<file path="config.mk">
export PLATFORM = sky130hd
export DESIGN_NAME = uart_rx_fifo_ctl_flat
export DESIGN_NICKNAME = d
export VERILOG_FILES = /design/src/rtl/uart_rx_pkg.sv /design/src/rtl/uart_rx_fifo_ctl_if.sv /design/src/rtl/uart_rx_sfifo.sv /design/src/rtl/uart_rx_fifo_ctl.sv /design/src/flat_wrapper.sv
export SDC_FILE = /design/constraint.sdc
export NUM_CORES = 1
export LEC_CHECK = 0
export ABC_AREA = 1
export CORE_ASPECT_RATIO = 2
export CORE_MARGIN = 10
export CORE_UTILIZATION = 55
export CTS_BUF_LIST = sky130_fd_sc_hd__clkbuf_16
export DETAILED_ROUTE_END_ITERATION = 8
export DONT_BUFFER_PORTS = 1
export PLACE_DENSITY = 0.7
export SETUP_SLACK_MARGIN = 0.2
export SLEW_MARGIN = 20
export SYNTH_ARGS = -nofsm -noshare
export SYNTH_HDL_FRONTEND = slang
export SYNTH_SLANG_ARGS = --single-unit
export TNS_END_PERCENT = 5
</file>
<file path="constraint.sdc">
create_clock -name clk -period 5.85 [get_ports clk]
set_clock_uncertainty 0.15 [all_clocks]
set_input_delay 1.17 -clock clk [delete_from_list [all_inputs] [get_ports clk]]
set_output_delay 1.17 -clock clk [all_outputs]
set_load 0.01 [all_outputs]
</file>
<file path="src/rtl/uart_rx_pkg.sv">
// Shared types and helpers for the UART receive path.
package uart_rx_pkg;

    typedef enum logic [2:0] {
        IDLE,
        START,
        DATA,
        PARITY,
        STOP,
        BREAK
    } rx_state_t;

    typedef enum logic [1:0] {
        PAR_NONE = 2'b00,
        PAR_EVEN = 2'b01,
        PAR_ODD  = 2'b10
    } parity_mode_t;

    function automatic int unsigned calc_div(input int unsigned clk, input int unsigned baud);
        return clk / baud;
    endfunction

endpackage

</file>
<file path="src/rtl/uart_rx_fifo_ctl_if.sv">
// Received-character stream: head-of-queue character with error flags, valid/ready drained.
interface uart_rx_fifo_ctl_if #(
    parameter int unsigned BITS = 8
);
    logic [BITS-1:0] out_data;
    logic            out_perr;
    logic            out_ferr;
    logic            out_valid;
    logic            out_ready;

    modport master (
        output out_data,
        output out_perr,
        output out_ferr,
        output out_valid,
        input  out_ready
    );

    modport slave (
        input  out_data,
        input  out_perr,
        input  out_ferr,
        input  out_valid,
        output out_ready
    );
endinterface

</file>
<file path="src/rtl/uart_rx_sfifo.sv">
// Generic synchronous FIFO; pointers carry one extra bit to tell full from empty.
module uart_rx_sfifo #(
    parameter int unsigned WIDTH = 8,
    parameter int unsigned DEPTH = 4
) (
    input  logic             clk,
    input  logic             reset,
    input  logic             push,
    input  logic [WIDTH-1:0] wdata,
    input  logic             pop,
    output logic [WIDTH-1:0] rdata,
    output logic             full,
    output logic             empty
);
    localparam int unsigned AW = $clog2(DEPTH);

    logic [AW:0]      wr_ptr_q, rd_ptr_q;
    logic [WIDTH-1:0] mem_q [DEPTH];
    logic             do_push, do_pop;

    assign empty   = (wr_ptr_q == rd_ptr_q);
    assign full    = (wr_ptr_q[AW] != rd_ptr_q[AW]) &&
                     (wr_ptr_q[AW-1:0] == rd_ptr_q[AW-1:0]);
    assign do_pop  = pop && !empty;
    // A pop in the same cycle frees the slot, so a full FIFO still accepts the push.
    assign do_push = push && (!full || do_pop);
    assign rdata   = mem_q[rd_ptr_q[AW-1:0]];

    always_ff @(posedge clk or posedge reset) begin
        if (reset) begin
            wr_ptr_q <= '0;
            rd_ptr_q <= '0;
        end else begin
            if (do_push) wr_ptr_q <= wr_ptr_q + (AW + 1)'(1);
            if (do_pop)  rd_ptr_q <= rd_ptr_q + (AW + 1)'(1);
        end
    end

    always_ff @(posedge clk) begin
        if (do_push) mem_q[wr_ptr_q[AW-1:0]] <= wdata;
    end
endmodule

</file>
<file path="src/rtl/uart_rx_fifo_ctl.sv">
// UART receiver with mid-bit sampling, per-character error flags and a queued output.
// Define UART_RX_PARITY_EN to build the parity stage and the perr FIFO bit.
module uart_rx_fifo_ctl
    import uart_rx_pkg::*;
#(
    parameter int unsigned CLK        = 50000000,
    parameter int unsigned BAUD_RATE  = 115200,
    parameter int unsigned BITS       = 8,
    parameter int unsigned STOP_BITS  = 1,
    parameter int unsigned FIFO_DEPTH = 4
) (
    input  logic               clk,
    input  logic               reset,
    input  logic               rx,
    input  logic [1:0]         parity_mode,
    uart_rx_fifo_ctl_if.master fifo_out,
    output logic               overrun,
    output logic               busy
);
    localparam int unsigned DIV = calc_div(CLK, BAUD_RATE);
    localparam int unsigned CW  = $clog2(DIV) + 1;
    localparam int unsigned IW  = $clog2(BITS) + 1;
`ifdef UART_RX_PARITY_EN
    localparam int unsigned EW  = BITS + 2;
`else
    localparam int unsigned EW  = BITS + 1;
`endif
    localparam logic [CW-1:0] HALF_CNT  = CW'((DIV - 1) / 2);
    localparam logic [CW-1:0] BIT_CNT   = CW'(DIV - 1);
    localparam logic [IW-1:0] IDX_LAST  = IW'(BITS - 1);
    localparam logic          STOP_LAST = 1'(STOP_BITS - 1);

    rx_state_t       state_q, state_d;
    logic            rx_meta_q, rx_s_q;
    logic [CW-1:0]   clkd_q;
    logic [IW-1:0]   index_q;
    logic [BITS-1:0] data_q;
    logic            ferr_q, stop_cnt_q, push_q;
    logic            mid_tick, bit_tick, last_stop, stop_done;
    logic [EW-1:0]   wdata, rdata;
    logic            fifo_full, fifo_empty, pop;
`ifdef UART_RX_PARITY_EN
    logic [1:0]      mode_q;
    logic            perr_q, par_en;

    assign par_en = (mode_q == PAR_EVEN) || (mode_q == PAR_ODD);
`else
    logic            unused_parity_mode;

    assign unused_parity_mode = ^parity_mode;
`endif

    assign mid_tick  = (clkd_q == HALF_CNT);
    assign bit_tick  = (clkd_q == BIT_CNT);
    assign last_stop = (stop_cnt_q == STOP_LAST);

    // Idle-high synchroniser so reset never looks like a start bit.
    always_ff @(posedge clk or posedge reset) begin
        if (reset) begin
            rx_meta_q <= 1'b1;
            rx_s_q    <= 1'b1;
        end else begin
            rx_meta_q <= rx;
            rx_s_q    <= rx_meta_q;
        end
    end

    always_ff @(posedge clk or posedge reset) begin
        if (reset) state_q <= IDLE;
        else       state_q <= state_d;
    end

    always_comb begin
        state_d = state_q;
        unique case (state_q)
            IDLE:  if (!rx_s_q) state_d = START;
            START: if (mid_tick) state_d = rx_s_q ? IDLE : DATA;
            DATA: begin
                if (bit_tick && index_q == IDX_LAST) begin
`ifdef UART_RX_PARITY_EN
                    state_d = par_en ? PARITY : STOP;
`else
                    state_d = STOP;
`endif
                end
            end
`ifdef UART_RX_PARITY_EN
            PARITY: if (bit_tick) state_d = STOP;
`endif
            STOP: begin
                if (bit_tick && last_stop) state_d = (ferr_q || !rx_s_q) ? BREAK : IDLE;
            end
            BREAK: if (rx_s_q) state_d = IDLE;
            default: state_d = IDLE;
        endcase
    end

    always_comb begin
        busy      = (state_q != IDLE);
        stop_done = (state_q == STOP) && bit_tick && last_stop;
    end

    always_ff @(posedge clk or posedge reset) begin
        if (reset) begin
            clkd_q     <= '0;
            index_q    <= '0;
            data_q     <= '0;
            ferr_q     <= 1'b0;
            stop_cnt_q <= 1'b0;
            push_q     <= 1'b0;
`ifdef UART_RX_PARITY_EN
            mode_q     <= '0;
            perr_q     <= 1'b0;
`endif
        end else begin
            // The entry is captured one cycle after the last stop sample.
            push_q <= stop_done;
            case (state_q)
                IDLE: begin
                    clkd_q     <= '0;
                    index_q    <= '0;
                    ferr_q     <= 1'b0;
                    stop_cnt_q <= 1'b0;
`ifdef UART_RX_PARITY_EN
                    mode_q     <= parity_mode;
                    perr_q     <= 1'b0;
`endif
                end
                START: clkd_q <= mid_tick ? '0 : clkd_q + CW'(1);
                DATA: begin
                    if (bit_tick) begin
                        clkd_q  <= '0;
                        data_q  <= {rx_s_q, data_q[BITS-1:1]};
                        index_q <= index_q + IW'(1);
                    end else begin
                        clkd_q  <= clkd_q + CW'(1);
                    end
                end
`ifdef UART_RX_PARITY_EN
                PARITY: begin
                    if (bit_tick) begin
                        clkd_q <= '0;
                        perr_q <= ((^data_q) ^ rx_s_q) != (mode_q == PAR_ODD);
                    end else begin
                        clkd_q <= clkd_q + CW'(1);
                    end
                end
`endif
                STOP: begin
                    if (bit_tick) begin
                        clkd_q     <= '0;
                        stop_cnt_q <= stop_cnt_q + 1'b1;
                        if (!rx_s_q) ferr_q <= 1'b1;
                    end else begin
                        clkd_q     <= clkd_q + CW'(1);
                    end
                end
                default: clkd_q <= '0;
            endcase
        end
    end

`ifdef UART_RX_PARITY_EN
    assign wdata             = {data_q, perr_q, ferr_q};
    assign fifo_out.out_perr = !fifo_empty && rdata[1];
`else
    assign wdata             = {data_q, ferr_q};
    assign fifo_out.out_perr = 1'b0;
`endif

    uart_rx_sfifo #(
        .WIDTH (EW),
        .DEPTH (FIFO_DEPTH)
    ) u_fifo (
        .clk   (clk),
        .reset (reset),
        .push  (push_q),
        .wdata (wdata),
        .pop   (pop),
        .rdata (rdata),
        .full  (fifo_full),
        .empty (fifo_empty)
    );

    assign pop                = !fifo_empty && fifo_out.out_ready;
    assign overrun            = push_q && fifo_full && !pop;
    assign fifo_out.out_valid = !fifo_empty;
    // Storage is not reset; mask the head so outputs read 0 while empty.
    assign fifo_out.out_data  = fifo_empty ? '0 : rdata[EW-1 -: BITS];
    assign fifo_out.out_ferr  = !fifo_empty && rdata[0];
endmodule

</file>
<file path="src/flat_wrapper.sv">
// flat-port wrapper written by rule: the top's interface ports become plain ports
module uart_rx_fifo_ctl_flat import uart_rx_pkg::*;
#(
    parameter int unsigned CLK        = 50000000,
    parameter int unsigned BAUD_RATE  = 115200,
    parameter int unsigned BITS       = 8,
    parameter int unsigned STOP_BITS  = 1,
    parameter int unsigned FIFO_DEPTH = 4
)
  (clk, reset, rx, parity_mode, overrun, busy, fifo_out_out_data, fifo_out_out_perr, fifo_out_out_ferr, fifo_out_out_valid, fifo_out_out_ready);
  uart_rx_fifo_ctl_if #(.BITS(BITS)) fifo_out_i ();
  input  logic clk;
  input  logic reset;
  input  logic rx;
  input  logic [1:0] parity_mode;
  output logic overrun;
  output logic busy;
  output wire logic [$bits(fifo_out_i.out_data)-1:0] fifo_out_out_data;
  output wire logic [$bits(fifo_out_i.out_perr)-1:0] fifo_out_out_perr;
  output wire logic [$bits(fifo_out_i.out_ferr)-1:0] fifo_out_out_ferr;
  output wire logic [$bits(fifo_out_i.out_valid)-1:0] fifo_out_out_valid;
  input wire logic [$bits(fifo_out_i.out_ready)-1:0] fifo_out_out_ready;
  assign fifo_out_out_data = fifo_out_i.out_data;
  assign fifo_out_out_perr = fifo_out_i.out_perr;
  assign fifo_out_out_ferr = fifo_out_i.out_ferr;
  assign fifo_out_out_valid = fifo_out_i.out_valid;
  assign fifo_out_i.out_ready = fifo_out_out_ready;
  uart_rx_fifo_ctl #(.CLK(CLK), .BAUD_RATE(BAUD_RATE), .BITS(BITS), .STOP_BITS(STOP_BITS), .FIFO_DEPTH(FIFO_DEPTH)) u_core (.clk(clk), .reset(reset), .rx(rx), .parity_mode(parity_mode), .fifo_out(fifo_out_i), .overrun(overrun), .busy(busy));
endmodule
</file>
======== Word level (Yosys, flattened, before mapping) ========
Memory sizes are Yosys's and may differ from the RTL's.
Index checks and enable logic that the tools add are counted.
operators by class
  add/subtract/negate cells ............... 5
  multipliers ............................. 0
  div/mod/pow operators ................... 0
  magnitude comparators ................... 0
  eq/ne operators ......................... 18
  shift-type cells ........................ 0
  mux-type cells .......................... 21
  bitwise logic cells ..................... 1
  reductions and logical operators ........ 27
operators with widths
  operator                                                                number
  10-bit two-way mux                                                      2
  10-bit one-hot mux with 2 select lines                                  1
  3-bit two-way mux                                                       6
  3-bit one-hot mux with 5 select lines                                   1
  2-bit by 1-bit != test with 1-bit output, second input constant         6
  1-bit logical AND                                                       11
  10-bit by 1-bit adder with 10-bit output, second input constant         1
  10-bit by 8-bit equality test with 1-bit output, second input constant  1
  10-bit by 9-bit equality test with 1-bit output, second input constant  1
  8-bit two-way mux                                                       1
  4-bit one-hot mux with 2 select lines                                   1
  3-bit by 1-bit adder with 3-bit output, second input constant           2
  3-bit equality test, second input constant                              2
  2-bit AND reduction                                                     3
  1-bit two-way mux                                                       5
  5-bit AND reduction                                                     1
  4-bit by 1-bit adder with 4-bit output, second input constant           1
  4-bit by 3-bit equality test with 1-bit output, second input constant   1
  1-bit logical NOT                                                       4
  4-bit two-way mux                                                       1
  2-bit != test, second input constant                                    2
  1-bit one-hot mux with 2 select lines                                   2
  2-bit nonzero test                                                      2
  3-bit by 1-bit equality test with 1-bit output, second input constant   1
  12 further kinds                                                        13
word-level totals
  bits in registers ....................... 36
  latch bits .............................. 0
  bits in writable memories ............... 36
  memory bits (read-only) ................. 0
  bits of input ports ..................... 6
  output and inout port bits .............. 13
  logic and storage cells ................. 84
  memories kept ........................... 1
memory list
  memory               words  width  read ports  clocked after memory_dff  write ports  line                 text
  u_core.u_fifo.mem_q  4      9      1           0                         1            uart_rx_sfifo.sv:18  logic [WIDTH-1:0] mem_q [DEPTH];

======== Depth between registers and ports, before layout ========
  depth after elaboration ................. 8
  depth in mapped cells ................... 10
  mapped depth without buffers ............ 10

======== Modules after synthesis ========
From an unflattened synthesis, not the netlist that was laid out.
second synthesis, totals
  cells, all modules ...................... 354
  area total of the unflattened synthesis .. 3447.1 um2
by module, submodules not included
  module            instances  cells an instance  area each (um2)  sequential area each (um2)
  uart_rx_sfifo     1          147                1789.2           1231.2
  uart_rx_fifo_ctl  1          207                1657.8           753.2

======== Worst setup path after synthesis ========
OpenSTA, ideal clock, no wires.
  path type ............................... input to output
  start ................................... input fifo_out_out_ready
  end ..................................... output overrun
  arrival time ............................ 1.516 ns
  data required time ...................... 4.530 ns
  path slack .............................. 3.014 ns
  stages .................................. 3
  buffers on the path ..................... 0
  path through ............................ nor2_1 > nand2_1 > nor2_1
on the way
  word-level cells in the longest chain between the ends .. 3
ends and longest elaborated chain
  item               line                     text
  start, declared    flat_wrapper.sv:22       input wire logic [$bits(fifo_out_i.out_ready)-1:0] fifo_out_out_ready;
  1-bit logical AND  uart_rx_fifo_ctl.sv:185  assign pop = !fifo_empty && fifo_out.out_ready;
  1-bit logical NOT  uart_rx_fifo_ctl.sv:186  assign overrun = push_q && fifo_full && !pop;
  1-bit logical AND  uart_rx_fifo_ctl.sv:186
  end, declared      flat_wrapper.sv:16       output logic overrun;
Every way passes these cells.

======== Worst setup path in the final report ========
  start ................................... register u_core.u_fifo.rd_ptr_q[0]
  end ..................................... output fifo_out_out_data[6]
on the way
  word-level cells in the longest chain between the ends .. 2
  elaborated cells between the ends (all ways) .. 3
  classes of those cells .................. eq/ne (1); mux (1); memory (1)
ends and longest elaborated chain
  item                                                            line                     text
  start, declared                                                 uart_rx_sfifo.sv:17      logic [AW:0] wr_ptr_q, rd_ptr_q;
  start signal, assigned                                          uart_rx_sfifo.sv:35      if (do_pop) rd_ptr_q <= rd_ptr_q + (AW + 1)'(1);
  memory 4 x 9 bit / 3-bit equality test (equally long branches)  --
  8-bit two-way mux *                                             uart_rx_fifo_ctl.sv:189  assign fifo_out.out_data = fifo_empty ? '0 : rdata[EW-1 -: BITS];
  end, declared                                                   flat_wrapper.sv:18       output wire logic [$bits(fifo_out_i.out_data)-1:0] fifo_out_out_data;
Mark *: on every way between the ends. The rest lies on a longest branch, timed or not.

==> insert_results.sql <==
INSERT INTO impl_metrics (metric_group, metric, value, unit) VALUES
('timing', 'slew-limit-headroom', '37.0', '%'),
('clocking', 'clock_latency', '330', 'ps'),
('drt', 'drt.antenna.violating_nets', '0', ''),
('clocking', 'cts.reportedPaths.clkPinSlew', '60', 'ps'),
('timing', 'hold_violations', '0', ''),
('placement', 'portBuffers', '0', ''),
('critical_path', 'crit_path_end_kind', 'output port', ''),
('critical_path', 'worst_ep_arrival_time', '2500', 'ps'),
('run', 'max_cap_viol_count', '0', ''),
('global_route', 'antenna_violations_before_repair', '0', ''),
('critical_path', 'cp.required', '4530', 'ps'),
('yosys', 'seq_area_frac_synth', '59.3', '%'),
('die', 'floorplan.core_area', '0.00596', 'sq mm'),
('die', 'die_h', '130', 'microns'),
('power_and_ir_drop', 'pwr_density_cell', '291', 'mW/mm^2'),
('global_route', 'global_route.overflow_total', '0', ''),
('critical_path', 'worstSetupStartpointType', 'register', ''),
('yosys', 'post_synth.cell_area_avg', '10.1', 'sq um'),
('critical_path', 'critical_path.max_fanout', '21', ''),
('final_layout', 'fin_nets', '349', ''),
('timing', 'fmaxAchievable', '262', 'MHz'),
('placement', 'place_hpwl', '4150', 'microns'),
('die', 'floorplan.die_area', '0.00980', 'sq mm'),
('drt', 'avgRoutedWirePerCell', '14.9', 'microns'),
('yosys', 'synth_area', '0.00335', 'sq mm'),
('die', 'num_rows', '40', ''),
('critical_path', 'critical_path_class', 'reg -> out', ''),
('timing', 'post-route-worst-setup-slack', '2030', 'ps'),
('clocking', 'post_cts_setup_buffers', '0', ''),
('power_and_ir_drop', 'internal-power', '0.860', 'mW'),
('die', 'initial_utilization', '56.2', '%'),
('power_and_ir_drop', 'p_sw', '0.212', 'mW'),
('final_layout', 'area_delta_synth_final', '9.83', '%'),
('drt', 'route.vias.total', '2211', ''),
('timing', 'final-setup-viol-count', '0', ''),
('final_layout', 'antenna_cells', '0', ''),
('clocking', 'numCtsBuffers', '9', ''),
('yosys', 'ys.warnings.count', '0', ''),
('drt', 'remaining_drc_errors', '0', ''),
('global_route', 'vias_in_the_first_global_route', '2235', ''),
('final_layout', 'final_layout_fill_cell_count', '506', ''),
('timing', 'fin_crit', '3820', 'ps'),
('timing', 'final_max_tran_viols', '0', ''),
('power_and_ir_drop', 'ir_drop', '0.225', 'mV'),
('final_layout', 'layout.cells.most_common_list', '61 x sky130_fd_sc_hd__nand2_1, 52 x sky130_fd_sc_hd__nor2_1, 37 x sky130_fd_sc_hd__inv_1', ''),
('power_and_ir_drop', 'part_of_the_total_power_dissipated_in_combinational_logic', '0.6', '%'),
('drt', 'post_drt_via_cell_ratio', '5.50', ''),
('clocking', 'clk_root_buffer_cell', 'sky130_fd_sc_hd__clkbuf_16', ''),
('global_route', 'grt_pass1_wl', '10200', 'microns'),
('final_layout', 'layout_commonest_cell', 'sky130_fd_sc_hd__nand2_1', ''),
('yosys', 'net_count_synth', '346', ''),
('timing', 'tns', '0', 'ps'),
('clocking', 'ctsHtreeMaxLevel', '3', ''),
('placement', 'placement.setup.worst_slack', '2300', 'ps'),
('clocking', 'cts_hold_repair.buffers', '0', ''),
('yosys', 'synthCells', '331', ''),
('power_and_ir_drop', 'p_leak', '1.64', 'nW'),
('clocking', 'cts_tree', 'yes', ''),
('placement', 'place_inst', '386', ''),
('min_path', 'holdCritPathClass', 'reg -> reg', ''),
('timing', 'unrepaired_setup_endpoints_after_global_routing', 'false', ''),
('drt', 'drt_first_pass_iters', '4', ''),
('timing', 'fin_hold_ws', '204', 'ps'),
('die', 'io_pins', '19', ''),
('yosys', 'post_synth_num_cell_types', '37', ''),
('clocking', 'cts-resized-gates', '0', ''),
('global_route', 'grtUsageTotal', '13.8', '%'),
('power_and_ir_drop', 'swShare', '19.8', '%'),
('power_and_ir_drop', 'seq_power_share', '49.5', '%'),
('clocking', 'cts_num_sinks', '72', ''),
('final_layout', 'final-instance-count-excl-fill', '402', ''),
('power_and_ir_drop', 'part_of_the_power_in_the_clock_network', '49.9', '%'),
('global_route', 'grt_start_max_net_pins', '37', ''),
('run_status', 'status', 'finished clean', ''),
('timing', 'worstMarginPinSlew', '942', 'ps'),
('placement', 'routability_cong', '0.899', ''),
('drt', 'totalWireLength', '6000', 'microns'),
('timing', 'period_share', '65.2', '%'),
('die', 'die_width', '75.2', 'microns'),
('drt', 'drt_iter0_markers', '98', ''),
('final_layout', 'post_route_cells_drive_above_1_share', '12.1', '%'),
('clocking', 'ctsLongestPathBuffers', '2', ''),
('yosys', 'postSynthRegisterBits', '72', '');
per-layer routing:
| layer | up-vias | track usage [%] | part of all wire, % |
|---|---|---|---|
| li1 | 1104 | - | - |
| met1 | 1048 | 14.0 | 39 |
| met2 | 41 | 23.5 | 53 |
| met3 | 18 | 3.73 | 4.0 |
| met4 | 0 | 9.90 | 3.7 |
| met5 | - | 0 | 0 |
cell families after synthesis:
group	Yosys count	synth area share, %
other	1	0.112
AO/OA/AOI/OAI	44	8.89
XOR/XNOR	12	3.14
adder cells (fa/ha/maj)	9	3.36
buffers and inverters	48	5.98
flip-flops	72	59.3
AND/OR/NAND/NOR	145	19.2
worst max-delay path, stage by stage, from the launching register on:
cell	delay [ps]
sky130_fd_sc_hd__dfrtp_1	630
sky130_fd_sc_hd__inv_1	610
sky130_fd_sc_hd__nand2_1	110
sky130_fd_sc_hd__a21oi_1	210
sky130_fd_sc_hd__nand2_1	340
sky130_fd_sc_hd__nand2_1	180
sky130_fd_sc_hd__inv_1	90
final cells by class:
type / count / area, sq um / area share (%)
Clock buffer: 9 / 225 / 6.12
Clock inverter: 7 / 71.3 / 1.94
Inverter: 39 / 146 / 3.98
Multi-Input combinational cell: 211 / 1160 / 31.6
Sequential cell: 72 / 1980 / 54.0
Tap cell: 63 / 78.8 / 2.14
Timing Repair Buffer: 1 / 7.51 / 0.204
power by group through the flow:
stage	Clock, mW	Sequential (mW)	Combinational, mW
finish	0.535	0.530	0.00657
global route	0.563	0.530	0.00792
CTS	0.543	0.530	0.00702
detailed placement	0	0.540	0.00706
global placement	0	0.540	0.00698
floorplan	0	0.540	0.00527
path summary, 6_finish.rpt:
check,cells after the start,to,slack (ps),start
max in group asynchronous,2,u_core.rx_meta_q,4510,reset
max,6,fifo_out_out_data[6],2030,u_core.u_fifo.rd_ptr_q[0]
min reg2reg,0,u_core.rx_s_q,200,u_core.rx_meta_q
max reg2reg,6,u_core.u_fifo.mem_q[3][3],2810,u_core.u_fifo.rd_ptr_q[0]
min,0,u_core.rx_s_q,200,u_core.rx_meta_q
min in group asynchronous,2,u_core.clkd_q[6],680,reset
synth_stat cells:
master,n,area [sq um]
sky130_fd_sc_hd__nor3_4,1,16.3
sky130_fd_sc_hd__o21bai_1,1,7.51
sky130_fd_sc_hd__buf_6,1,11.3
sky130_fd_sc_hd__nor2_1,52,195
sky130_fd_sc_hd__nand2_4,1,11.3
sky130_fd_sc_hd__edfxtp_1,36,1080
sky130_fd_sc_hd__xor2_1,7,61.3
sky130_fd_sc_hd__a31oi_1,1,6.26
sky130_fd_sc_hd__nor2_2,1,6.26
sky130_fd_sc_hd__nand4_1,6,37.5
sky130_fd_sc_hd__buf_2,4,20.0
sky130_fd_sc_hd__nand3_1,12,60.1
sky130_fd_sc_hd__o21ai_0,11,55.1
sky130_fd_sc_hd__inv_2,2,7.51
sky130_fd_sc_hd__a21oi_1,9,45.0
sky130_fd_sc_hd__and3_1,2,12.5
sky130_fd_sc_hd__dfrtp_1,34,851
sky130_fd_sc_hd__dfstp_2,2,52.6
sky130_fd_sc_hd__nand3b_1,1,7.51
sky130_fd_sc_hd__buf_4,2,15.0
sky130_fd_sc_hd__clkbuf_1,1,3.75
sky130_fd_sc_hd__o21ai_1,2,10.0
sky130_fd_sc_hd__a21boi_1,1,7.51
sky130_fd_sc_hd__xnor2_1,5,43.8
sky130_fd_sc_hd__inv_1,37,139
sky130_fd_sc_hd__nand2_1,61,229
sky130_fd_sc_hd__o21ai_2,6,52.6
sky130_fd_sc_hd__a31o_2,1,8.76
sky130_fd_sc_hd__conb_1,1,3.75
sky130_fd_sc_hd__ha_1,9,113
sky130_fd_sc_hd__nand3_4,1,17.5
sky130_fd_sc_hd__a21oi_2,3,26.3
sky130_fd_sc_hd__buf_1,1,3.75
sky130_fd_sc_hd__and2_4,1,8.76
sky130_fd_sc_hd__nand2_2,5,31.3
sky130_fd_sc_hd__nor2_4,1,11.3
sky130_fd_sc_hd__o32ai_1,9,78.8
through the flow:
step / instance area [sq um] / total power, mW / utilization, %
after floorplan: 3350 / 0.545 / -
after global placement: 3380 / 0.547 / 56.8
after detailed placement: 3380 / 0.547 / 56.8
after CTS: 3680 / 1.08 / 61.7
after global routing: 3680 / 1.10 / 61.7
final: 3680 / 1.07 / 61.7
registers in the layout, summed over array words and instances (netlist names):
| signal | count |
|---|---|
| u_core.state_q | 3 |
| u_core.data_q | 8 |
| u_core.push_q | 1 |
| u_core.stop_cnt_q | 1 |
| u_core.rx_s_q | 1 |
| u_core.u_fifo.wr_ptr_q | 3 |
| u_core.rx_meta_q | 1 |
| u_core.u_fifo.rd_ptr_q | 3 |
| u_core.index_q | 4 |
| u_core.clkd_q | 10 |
| u_core.u_fifo.mem_q | 36 |
| u_core.ferr_q | 1 |
(Power assumes the default switching activity.)
